### src/rtl/serial_tx_port.sv
// serial_tx_port: register-mapped 8N1 serial transmitter with a small transmit FIFO
module serial_tx_port #(
  parameter int          FIFO_DEPTH    = 4,
  parameter logic [15:0] RESET_DIVISOR = 16'h0001
) (
  input  logic       Clock,
  input  logic       Reset_L,
  input  logic       Port_Enable,
  input  logic [2:0] RegSelect,
  input  logic       WE_L,
  input  logic [7:0] DataIn,
  output logic [7:0] DataOut,
  output logic       TxD,
  output logic       TxBusy
);
  localparam int AW = $clog2(FIFO_DEPTH);
  localparam logic [1:0] IDLE = 2'd0, START = 2'd1, DATA = 2'd2, STOP = 2'd3;
  logic [1:0] state;
  logic armed, tx_en, ovr;
  logic [15:0] div, cnt, period;
  logic [7:0] mem [FIFO_DEPTH];
  logic [AW-1:0] rd_ptr, wr_ptr;
  logic [AW:0] count;
  logic [7:0] shreg, lsr;
  logic [2:0] bit_idx;
  logic access, wr, rd, empty, full, push, pop, flush, bit_end;
  assign access  = Port_Enable & armed;
  assign wr      = access & ~WE_L;
  assign rd      = access & WE_L;
  assign empty   = count == '0;
  assign full    = count == (AW+1)'(FIFO_DEPTH);
  assign period  = div == '0 ? 16'd1 : div;
  assign bit_end = cnt == 16'd1;
  // a new frame starts from IDLE, or straight out of the stop bit for back-to-back frames
  assign pop     = tx_en & ~empty & (state == IDLE | (state == STOP & bit_end));
  assign flush   = wr & RegSelect == 3'd4 & DataIn[1];
  // a pop in the same cycle frees a slot, so a write to a full FIFO still lands
  assign push    = wr & RegSelect == 3'd0 & (~full | pop);
  assign lsr     = {1'b0, empty & state == IDLE, ~full, 3'b000, ovr, empty};
  assign TxBusy  = state != IDLE | ~empty;
  // register readback is purely combinational and only during a read cycle
  always_comb
    DataOut = ~(Port_Enable & WE_L) ? 8'h00 :
              RegSelect == 3'd1 ? div[7:0] :
              RegSelect == 3'd2 ? div[15:8] :
              RegSelect == 3'd3 ? lsr :
              RegSelect == 3'd4 ? {7'd0, tx_en} : 8'h00;
  // one access per bus cycle, re-armed once Port_Enable is seen low
  always_ff @(posedge Clock or negedge Reset_L)
    if (!Reset_L) armed <= 1'b1;
    else armed <= ~Port_Enable | (armed & ~access);
  // control registers, overrun flag and FIFO bookkeeping
  always_ff @(posedge Clock or negedge Reset_L)
    if (!Reset_L) begin
      tx_en  <= 1'b0;
      ovr    <= 1'b0;
      div    <= RESET_DIVISOR;
      rd_ptr <= '0;
      wr_ptr <= '0;
      count  <= '0;
    end else begin
      if (wr & RegSelect == 3'd1) div[7:0] <= DataIn;
      if (wr & RegSelect == 3'd2) div[15:8] <= DataIn;
      if (wr & RegSelect == 3'd4) tx_en <= DataIn[0];
      if (wr & RegSelect == 3'd0 & full & ~pop) ovr <= 1'b1;
      else if (rd & RegSelect == 3'd3) ovr <= 1'b0;
      if (push) wr_ptr <= wr_ptr + AW'(1);
      rd_ptr <= flush ? wr_ptr : rd_ptr + AW'(pop);
      count  <= flush ? '0 : count + (AW+1)'(push) - (AW+1)'(pop);
    end
  // FIFO storage needs no reset; occupancy is tracked by count
  always_ff @(posedge Clock)
    if (push) mem[wr_ptr] <= DataIn;
  // 8N1 shifter: each bit lasts one period, timer reloaded at every bit boundary
  always_ff @(posedge Clock or negedge Reset_L)
    if (!Reset_L) begin
      state   <= IDLE;
      TxD     <= 1'b1;
      cnt     <= '0;
      shreg   <= '0;
      bit_idx <= '0;
    end else if (pop) begin
      state <= START;
      TxD   <= 1'b0;
      shreg <= mem[rd_ptr];
      cnt   <= period;
    end else if (state != IDLE) begin
      cnt <= bit_end ? period : cnt - 16'd1;
      if (bit_end && state == START) begin
        state   <= DATA;
        TxD     <= shreg[0];
        shreg   <= shreg >> 1;
        bit_idx <= 3'd0;
      end else if (bit_end && state == DATA && bit_idx == 3'd7) begin
        state <= STOP;
        TxD   <= 1'b1;
      end else if (bit_end && state == DATA) begin
        TxD     <= shreg[0];
        shreg   <= shreg >> 1;
        bit_idx <= bit_idx + 3'd1;
      end else if (bit_end) begin
        state <= IDLE;
        TxD   <= 1'b1;
      end
    end
endmodule

### config.mk
export PLATFORM = sky130hd
export DESIGN_NAME = serial_tx_port
export DESIGN_NICKNAME = d
export VERILOG_FILES = /design/src/rtl/serial_tx_port.sv
export SDC_FILE = /design/constraint.sdc
export NUM_CORES = 1
export LEC_CHECK = 0
export CAP_MARGIN = 25
export CORE_MARGIN = 1
export CORE_UTILIZATION = 40
export CTS_CLUSTER_DIAMETER = 80
export DETAILED_ROUTE_END_ITERATION = 8
export GPL_ROUTABILITY_DRIVEN = 0
export GPL_TIMING_DRIVEN = 1
export MAX_ROUTING_LAYER = met4
export PLACE_DENSITY_LB_ADDON = 0.1
export SLEW_MARGIN = 20
export SYNTH_ARGS = -nofsm -noshare
export SYNTH_HDL_FRONTEND = slang
export SYNTH_SLANG_ARGS = --single-unit
### constraint.sdc
create_clock -name Clock -period 2.7 [get_ports Clock]
set_input_delay 0.54 -clock Clock [delete_from_list [all_inputs] [get_ports Clock]]
set_output_delay 0.54 -clock Clock [all_outputs]
set_load 0.03 [all_outputs]
# [Word level (Yosys, flattened, before mapping)]
# Memories as Yosys holds them, arrays and structs flattened.
# Cells that the tools add are included.
[classes] eq_ne=13 muxes=35 bitwise=28 reduce_logical=18 addsub=6
[ops] op="$mux W16" count=4
[ops] op="$mux W8" count=8
[ops] op="$and A1 B1 Y1" count=18
[ops] op="$eq A16 B1 Y1 const B" count=1
[ops] op="$logic_not A16 Y1" count=1
[ops] op="$sub A16 B1 Y16 const B" count=1
[ops] op="$mux W2" count=7
[ops] op="$mux W3" count=4
[ops] op="$mux W1" count=11
[ops] op="$eq A3 B3 Y1 const B" count=3
[ops] op="$reduce_bool A2 Y1" count=4
[ops] op="$mux W7" count=1
[ops] op="$eq A3 B2 Y1 const B" count=2
[ops] op="$logic_not A3 Y1" count=2
[ops] op="$not A1 Y1" count=6
[ops] op="$reduce_and A3 Y1" count=2
[ops] op="$reduce_bool A5 Y1" count=1
[ops] op="$eq A2 B2 Y1 const B" count=2
[ops] op="$ne A4 B3 Y1 const B" count=1
[ops] op="$or A1 B1 Y1" count=4
[ops] op="$reduce_and A4 Y1" count=1
[ops] op="$reduce_bool A4 Y1" count=1
[ops] op="$add A3 B1 Y3" count=1
[ops] op="$add A3 B1 Y3 const B" count=1
[ops] op="other kinds (11)" count=13
[word_totals] wordCells=114 regBits=56 ramBits=32 mem_count=1
[memory_table] memory="mem" words=4 word_bits=8 read_ports=1 rd_ports_with_merged_regs=0 write_ports=1 line="21" text="logic [7:0] mem [FIFO_DEPTH];"

# [Depth between registers and ports, before layout]
# Gate-level depths: netlist of run 1.
[depth] ltp_word=9 depth_mapped=14

# [Worst setup path before layout of run 1]
# OpenSTA, ideal clock, no wires.
[synth_path] kind="reg2reg" startpoint="reg cnt[1]" endpoint="reg count[2]" slack_ns=0.042 setup_ns=0.126 synth_period_minus_slack_ns=2.658 stages_incl_launch_ff=15 n_path_buf=0 required_ns=2.574 t_arrival_ns=2.532 cell_sequence="dfrtp_1 > inv_1 > ha_1 > nor3b_1 > nand4_1 > o21ai_0 > o21ba_2 > inv_1 > ha_1 > inv_1 > ha_1 > fa_1 > xnor2_1 > xnor2_1 > a21oi_1"
[synth_between] elab_chain_cells=9
[synth_rtl] element="start, declared" line="20" text="logic [15:0] div, cnt, period;"
[synth_rtl] element="start signal, assigned" line="86" text="cnt <= period;"
[synth_rtl] element="start signal, assigned" line="88" text="cnt <= bit_end ? period : cnt - 16'd1;"
[synth_rtl] element="$eq A16 B1 Y1 (*)" line="33" text="assign bit_end = cnt == 16'd1;"
[synth_rtl] element="$and A1 B1 Y1 (*)" line="35" text="assign pop = tx_en & ~empty & (state == IDLE | (state == STOP & bit_end));"
[synth_rtl] element="$or A1 B1 Y1 (*)" line="35"
[synth_rtl] element="$and A1 B1 Y1 (*)" line="35"
[synth_rtl] element="$or A1 B1 Y1" line="38" text="assign push = wr & RegSelect == 3'd0 & (~full | pop);"
[synth_rtl] element="$and A1 B1 Y1" line="38"
[synth_rtl] element="$add A3 B1 Y3" line="69" text="count <= flush ? '0 : count + (AW+1)'(push) - (AW+1)'(pop);"
[synth_rtl] element="$sub A3 B1 Y3 (*)" line="69"
[synth_rtl] element="$mux W3 (*)" line="69"
[synth_rtl] element="end signal, assigned" line="69"
[synth_rtl] element="end, declared" line="23" text="logic [AW:0] count;"
# Mark *: on every way between the ends. The rest lies on a longest branch, timed or not.
# A chain may end at the register's enable or synchronous reset.

# [Worst setup path in the final report of run 1]
# Same ends and word-level chain as after synthesis.

==> metrics.cfg, run 1 <==
[timing]
final_max_slew_viol_count = 0
setup_violations = 1
max-slew-margin-rel = 0.620
final-hold-violation-count = 0
worstMarginPinSlew_ps = 555
rsz0062_at_grt = yes
period_minus_slack_ps = 2820
fmax_ghz = 0.354
setup_tns_ps = -123
finClkSkew_ps = 12.3
finalWorstSetupSlack_ps = -123
min_period_over_period = 1.05
timing.hold.ws_ps = 131

[floorplan]
die_h_um = 106
ios = 25
initial_core_util = 0.417
fp.dieW_um = 106
design.die.area_um2 = 11300
core-area_um2 = 10400
rows = 37

[drt]
ant_nets = 0
wirelength_um = 10100
firstDrtPassIters = 5
drtIter0Drc = 179
drcViolationCount = 0
vias = 3142
via_per_inst = 5.48
post_drt_wl_per_cell_um = 17.6

[clock_network]
cts.sinks = 88
cts_buffers = 9
cts_root_buffer = clkbuf_8
cts_buffer_depth = 2
cts_hold_buf = 0
cts_tree = built
clk_pin_slew_worst_paths_ps = 100
clk_latency_ps = 360
htree_levels = 3

[yosys]
synth_top_area_share = 0.305
synth_top_area_cell = dfrtp_1
syn_area_per_cell_um2 = 12.0
async_reset_ff_frac = 0.636
yosysSeqAreaShare = 0.545
synth-main-ff-cell = dfrtp_1
synth.ff_latch_count = 88
syn_area_um2 = 4340
synth_edf_count = 32
synth_fp_nets = 390
ys_types = 53
synthCells = 363
synthTopCellsByArea = dfrtp_1 31%, edfxtp_1 22%, mux2_2 5.4%
yosysWarningCount = 0

[worst_setup_path]
crit_path_start_kind = flop
regToRegEndpoint = count[2]
reg2reg_slack_ps = -120
worstReg2RegStart = cnt[1]
worst-endpoint-required_ps = 2930
crit_slowest_cell = dfrtp_1
worstPathArrival_ps = 3060
rr_worst_depth = 14
path_max_fanout = 2
cp_cell_sequence = inv_2 > ha_4 > nor3b_4 > nand4_1 > o21ai_2 > o21ba_4 > inv_2 > ha_4 > inv_4 > ha_4 > fa_2 > xnor2_2 > xnor2_1 > a21oi_1
slowest_delay_ps = 410
cp_num_buf_inv = 3
worst_setup_path_end_kind = flop
cpMostUsedCell = ha_4
critPathTopFamily = adder cells
worstSetupPathType = reg2reg

[global_routing]
track_usage = 0.200
grt_max_degree = 37
grt_overflow = 0
grt_pass1_vias = 3125
antenna_found_initial = 0
grt_pass1_wl_um = 16500

[final_layout]
nFillCells = 963
drive_above_1_share = 0.284
antenna_cells = 0
utilization = 0.510
nets = 459
areaGrowthSynthToFinish_pct = 22.4

[placement]
dpl.hpwl_um = 7270
pre_cts_ws_ps = -389
portBuffers = 24

[run_status]
violations = negative setup slack
status = complete, but fails checks

[min_path]
min_path_type = in2async

[power]
power_density_nw_per_um2 = 854
peakVddDrop_uv = 384
leakage_nw = 2.15

[job]
maxCapViolations = 0

flip-flops by register name, summed over array words and instances, names as in the netlist:
| signal | count |
|---|---|
| rd_ptr | 2 |
| mem | 32 |
| shreg | 8 |
| state | 2 |
| wr_ptr | 2 |
| bit_idx | 3 |
| div | 16 |
| armed | 1 |
| cnt | 16 |
| ovr | 1 |
| TxD | 1 |
| tx_en | 1 |
| count | 3 |
worst max-delay path by stage:
stage	startpoint	to	slack, ps	depth (start not counted)
global route	cnt[1]	count[2]	-230	14
CTS	cnt[1]	count[2]	4	14
finish	cnt[1]	count[2]	-120	14
global placement	WE_L	count[2]	-300	13
floorplan	cnt[1]	count[2]	40	14
detailed placement	WE_L	count[2]	-390	13
placed cells by master, fill, tap and decap left out, drive strengths merged, types with 13 or more instances in the layout:
cell type,count
o21ai,27
nor2,26
inv,21
buf,57
nand2,25
clkdlybuf4s50,15
mux2,21
nor4,13
edfxtp,32
dfrtp,53
layout make-up:
cell class / instances / area (µm²) / area share
inverter: 18 / 70.1 / 0.0132
clock inverter: 7 / 72.6 / 0.0137
multi-input combinational: 243 / 1910 / 0.358
clock buffer: 9 / 124 / 0.0233
tap: 136 / 170 / 0.0320
sequential: 88 / 2370 / 0.445
timing repair buffer: 72 / 608 / 0.114
cells by family after synthesis:
kind of cell    count (synthesis)  synth area share
buf+inv                        32            0.0340
simple gates                  111             0.135
compound gates                 76             0.120
xor+xnor                        5            0.0101
fa+ha+maj                      12            0.0363
flops                          88             0.545
mux                            39             0.119
power breakdown:
part           switching [W]  internal (W)  total (W)
registers           0.000329       0.00170    0.00203
clock network       0.000539      0.000363   0.000902
logic               0.000760      0.000848    0.00161
total                0.00163       0.00291    0.00454
layer usage:
layer  vias up  global-route usage  part of all wire
li1       1500                   -                 -
met1      1561               0.277              0.48
met2        67               0.299              0.46
met3        14              0.0258             0.041
met4         0              0.0784             0.019
met5         -                   -                 0
metrics by stage:
step / total power, W / cells / area (µm²)
4_1_cts: 0.00450 / 568 / 5210
5_1_grt: 0.00486 / 573 / 5320
6_report: 0.00454 / 573 / 5320
2_1_floorplan: 0.00294 / 363 / 4340
3_5_place_dp: 0.00355 / 551 / 4990
3_3_place_gp: 0.00354 / 551 / 4990
timing repair:
action | 4_1_cts | 5_1_grt
endpoints found under the setup margin | 2 | 3
setup buffers | 1 | 5
pin swaps | 3 | 8
gates resized for setup | 4 | 14
hold endpoints to repair | 0 | 0
synthesized netlist by cell type, types with 2 or more instances:
cell	instances
dfrtp_1	53
edfxtp_1	32
o21ai_0	27
nand2_1	25
nor2_1	25
mux2_2	21
inv_1	17
ha_1	11
nor3_1	11
nor4_1	11
a22oi_1	10
mux2i_1	10
a21oi_1	8
mux4_2	8
nand3_1	8
a221o_1	7
and2_1	7
buf_2	7
a31oi_1	5
xnor2_1	5
a2bb2oi_1	4
nand4_1	4
dfstp_2	3
nor3b_1	3
a21boi_0	2
and3_1	2
buf_1	2
buf_6	2
clkbuf_1	2
nand3b_1	2
nor2b_1	2
nor4_2	2
o2bb2ai_1	2
o311ai_0	2
or2_2	2
or3_1	2
Note: power is estimated with default switching activity, not from simulation.
==> inputs of run 2 (changes only) <==
==> constraint.sdc (replaced) <==
create_clock -name Clock -period 3.4 [get_ports Clock]
set_input_delay 0.68 -clock Clock [delete_from_list [all_inputs] [get_ports Clock]]
set_output_delay 0.68 -clock Clock [all_outputs]
set_load 0.03 [all_outputs]
==> metrics.cfg, run 2 (synthesis gave the netlist of run 1 again) <==
[run_status]
status = finished clean

[timing]
worstMarginPinSlew_ps = 785
finClkSkew_ps = 19.1
max-slew-margin-rel = 0.475
rsz0062_at_grt = no
setup_tns_ps = 0
fmax_ghz = 0.331
final-hold-violation-count = 0
min_period_over_period = 0.890
setup_violations = 0
final_max_slew_viol_count = 0
period_minus_slack_ps = 3030

[drt]
ant_nets = 0
drcViolationCount = 0
dr_wl_met2_um = 4440
dr_wl_met3_um = 320
vias = 2975
firstDrtPassIters = 4
drtIter0Drc = 115
dr.max_layer_used = met4
post_drt_wl_per_cell_um = 18.0
via_per_inst = 5.57
wl_met1_um = 4750
wirelength_um = 9590

[floorplan]
core-area_um2 = 10400
initial_core_util = 0.417
fp.dieW_um = 106
ios = 25
design.die.area_um2 = 11300
die_h_um = 106
rows = 37

[clock_network]
htree_levels = 3
clk_pin_slew_worst_paths_ps = 110
cts_tree = built
cts_setup_buffers = 0
cts_buffer_depth = 2
cts.sinks = 88
cts_buffers = 9
cts_root_buffer = clkbuf_8
cts_hold_buf = 0
cts_resized = 0
clk_latency_ps = 360

[worst_setup_path]
worstReg2RegStart = cnt[1]
crit_path_start_kind = flop
worst_setup_path_end_kind = flop
worst-endpoint-required_ps = 3630
worstSetupPathType = reg2reg
path_max_fanout = 4
worstPathArrival_ps = 3260
critPathLaunch = cnt[1]

[placement]
portBuffers = 24
place_area_um2 = 4710
dpl.hpwl_um = 6820

[power]
peakVddDrop_uv = 376
leakage_nw = 1.93
power_density_nw_per_um2 = 674
power_w = 0.00331

[min_path]
min_path_type = in2async

[final_layout]
top_regs = mem x32, cnt x16, div x16
final_cell_mix = 53 x dfrtp_1, 32 x edfxtp_1, 26 x o21ai_0
areaGrowthSynthToFinish_pct = 13.0
regMostFlops = mem
final_cell_area_um2 = 4910
nets = 420
drive_above_1_share = 0.188
final_common_cell = dfrtp_1
nFillCells = 972
largest_reg_flops = 32
utilization = 0.471
antenna_cells = 0

[global_routing]
grt_overflow = 0
grt_pass1_vias = 2982
grt_pass1_wl_um = 16100
antenna_found_initial = 0
track_usage = 0.192
grt_max_degree = 25

[job]
maxCapViolations = 0

run 2: critical path: stages (launching register included):
cell and delay, ps:
dfrtp_1 420, inv_1 90, ha_1 130, nor3b_1 310, nand4_1 140, o21ai_1 310
o21ba_2 210, inv_1 40, ha_1 260, inv_1 30, ha_1 190, fa_1 380
xnor2_1 190, xnor2_1 140, a21oi_1 50
run 2: stage by stage:
stage	hold slack (ps)	std cells	setup slack [ps]
after global routing	329	534	91.7
after detailed placement	508	518	139
after global placement	510	518	219
after CTS	295	534	393
after floorplan	384	363	691
final	288	534	375
run 2: worst paths after layout:
kind,end,slack (ps),cells after the start
worst max-delay path,count[2],370,14
worst min register to register,bit_idx[1],530,1
min in group Clock,bit_idx[1],530,1
max in group asynchronous,armed,2400,2
worst min-delay path,cnt[15],290,1
worst max register to register,count[2],370,14
run 2: final cells by class:
type	instances	area (µm²)	area share
clock buffers	9	124	0.0252
well taps	136	170	0.0347
inverters	18	67.6	0.0138
repair buffers	33	283	0.0576
multi-input cells	243	1830	0.373
flip-flops and latches	88	2370	0.482
clock inverters	7	67.6	0.0138
run 2: per-layer routing:
metal,vias to the layer above,global-route usage
li1,1422,-
met1,1480,0.275
met2,66,0.289
met3,7,0.0245
met4,0,0.0526
met5,-,-
run 2: power breakdown:
part	leakage, nW	switching, W	total (W)	internal, W
logic	0.866	0.000451	0.000928	0.000477
clock network	0.0863	0.000421	0.000701	0.000279
registers	0.976	0.000328	0.00168	0.00135
==> inputs of run 3 (changes only) <==
==> constraint.sdc (replaced) <==
create_clock -name Clock -period 3.75 [get_ports Clock]
set_input_delay 0.75 -clock Clock [delete_from_list [all_inputs] [get_ports Clock]]
set_output_delay 0.75 -clock Clock [all_outputs]
set_load 0.03 [all_outputs]
==> metrics.cfg, run 3 (synthesis gave the netlist of run 1 again) <==
[global_routing]
grt_overflow = 0
grt_pass1_wl_um = 16100
antenna_found_initial = 0
track_usage = 0.199
grt_max_degree = 38
grt_pass1_vias = 2946

[clock_network]
cts_resized = 0
cts_buffer_depth = 2
cts_setup_buffers = 0
cts_root_buffer = clkbuf_8
cts_tree = built
cts_hold_buf = 0
clk_pin_slew_worst_paths_ps = 90
cts_buffers = 9
htree_levels = 3
cts.sinks = 88
clk_latency_ps = 370

[power]
seq_power_share = 0.514
leakage_nw = 1.89
swShare = 0.358
peakVddDrop_uv = 311
p_clk_frac = 0.200
p_comb_frac = 0.286
power_switching_w = 0.00106
internal_power_w = 0.00190
power_density_nw_per_um2 = 607

[worst_setup_path]
worstPathArrival_ps = 2650
worst-endpoint-required_ps = 3000
path_max_fanout = 8
crit_slowest_cell = clkdlybuf4s50_1
worst_setup_path_end_kind = primary output
cp_cell_sequence = clkdlybuf4s50_1 > nor2b_1 > a22oi_1 > nor2_1 > clkdlybuf4s50_1
critPathTopFamily = buffers and inverters
cp_num_buf_inv = 2
worstSetupPathType = in2out
slowest_delay_ps = 690
cpMostUsedCell = clkdlybuf4s50_1
crit_path_start_kind = input pin

[job]
maxCapViolations = 0

[final_layout]
antenna_cells = 0
final_cell_area_um2 = 4880
largest_reg_flops = 32
regMostFlops = mem
areaGrowthSynthToFinish_pct = 12.4
final_cell_mix = 53 x dfrtp_1, 32 x edfxtp_1, 26 x o21ai_0
top_regs = mem x32, cnt x16, div x16
final_common_cell = dfrtp_1
utilization = 0.468
drive_above_1_share = 0.157
nets = 418

[drt]
via_per_inst = 5.56
vias = 2960
drtIter0Drc = 129
wirelength_um = 9880
ant_nets = 0
drcViolationCount = 0
post_drt_wl_per_cell_um = 18.6
firstDrtPassIters = 5

[placement]
portBuffers = 24
place_area_um2 = 4720
dpl.hpwl_um = 6790

[timing]
min_period_over_period = 0.906
period_minus_slack_ps = 3400
finClkSkew_ps = 7.25
worstMarginPinSlew_ps = 879
final_max_slew_viol_count = 0
setup_violations = 0
max-slew-margin-rel = 0.414
setup_tns_ps = 0
final-hold-violation-count = 0
rsz0062_at_grt = no
timing.hold.ws_ps = 490
fmax_ghz = 0.294

[floorplan]
ios = 25
design.die.area_um2 = 11300
die_h_um = 106
core-area_um2 = 10400
initial_core_util = 0.417
rows = 37
fp.dieW_um = 106

[run_status]
status = finished clean

[min_path]
min_path_type = in2async

==> run 3: cell types whose count changed in the layout (fill, tap and decap cells not counted), sizes merged <==
cell           change
clkdlybuf4s50      +7
clkinv             -1
clkbuf             +2
clkinvlp           -1
buf                -9
==> run 3: final timing paths <==
| kind | cells past startpoint | from | end | slack [ps] |
|---|---|---|---|---|
| setup / recovery | 5 | RegSelect[1] | DataOut[3] | 350 |
| hold / removal | 1 | Reset_L | state[0] | 490 |
| setup reg to reg | 14 | cnt[1] | count[2] | 610 |
| hold reg to reg | 2 | ovr | ovr | 510 |
| max in group asynchronous | 2 | Reset_L | TxD | 2510 |
| min in group Clock | 2 | ovr | ovr | 510 |
==> run 3: per-stage QoR <==
| stage | worst slack (ps) | power [W] | std cells |
|---|---|---|---|
| 3_5_place_dp | 310 | 0.00239 | 516 |
| 3_3_place_gp | 351 | 0.00237 | 516 |
| 5_1_grt | 238 | 0.00317 | 532 |
| 2_1_floorplan | 971 | 0.00212 | 363 |
| 4_1_cts | 342 | 0.00299 | 532 |
| 6_report | 352 | 0.00296 | 532 |
==> run 3: final cells by class <==
class | count | area (µm²)
clock buffers | 11 | 131
clock inverters | 5 | 31.3
fillers | 986 | 5540
inverters | 18 | 67.6
multi-input cells | 243 | 1830
flip-flops and latches | 88 | 2370
well taps | 136 | 170
repair buffers | 31 | 285
==> run 3: per-layer routing <==
metal,wire (µm),part of all wire,vias to the layer above,track usage
met5,0,0,-,-
met4,125,0.013,0,0.0694
met3,349,0.035,11,0.0454
met2,4560,0.46,52,0.291
met1,4850,0.49,1485,0.272
li1,-,-,1412,-
==> run 3: power by group through the flow <==
stage	Combinational (W)	Sequential, W	Clock (W)
3_3_place_gp	0.000832	0.00154	0
3_5_place_dp	0.000852	0.00154	0
2_1_floorplan	0.000698	0.00142	0
6_report	0.000848	0.00152	0.000593
4_1_cts	0.000856	0.00152	0.000608
5_1_grt	0.000961	0.00156	0.000646
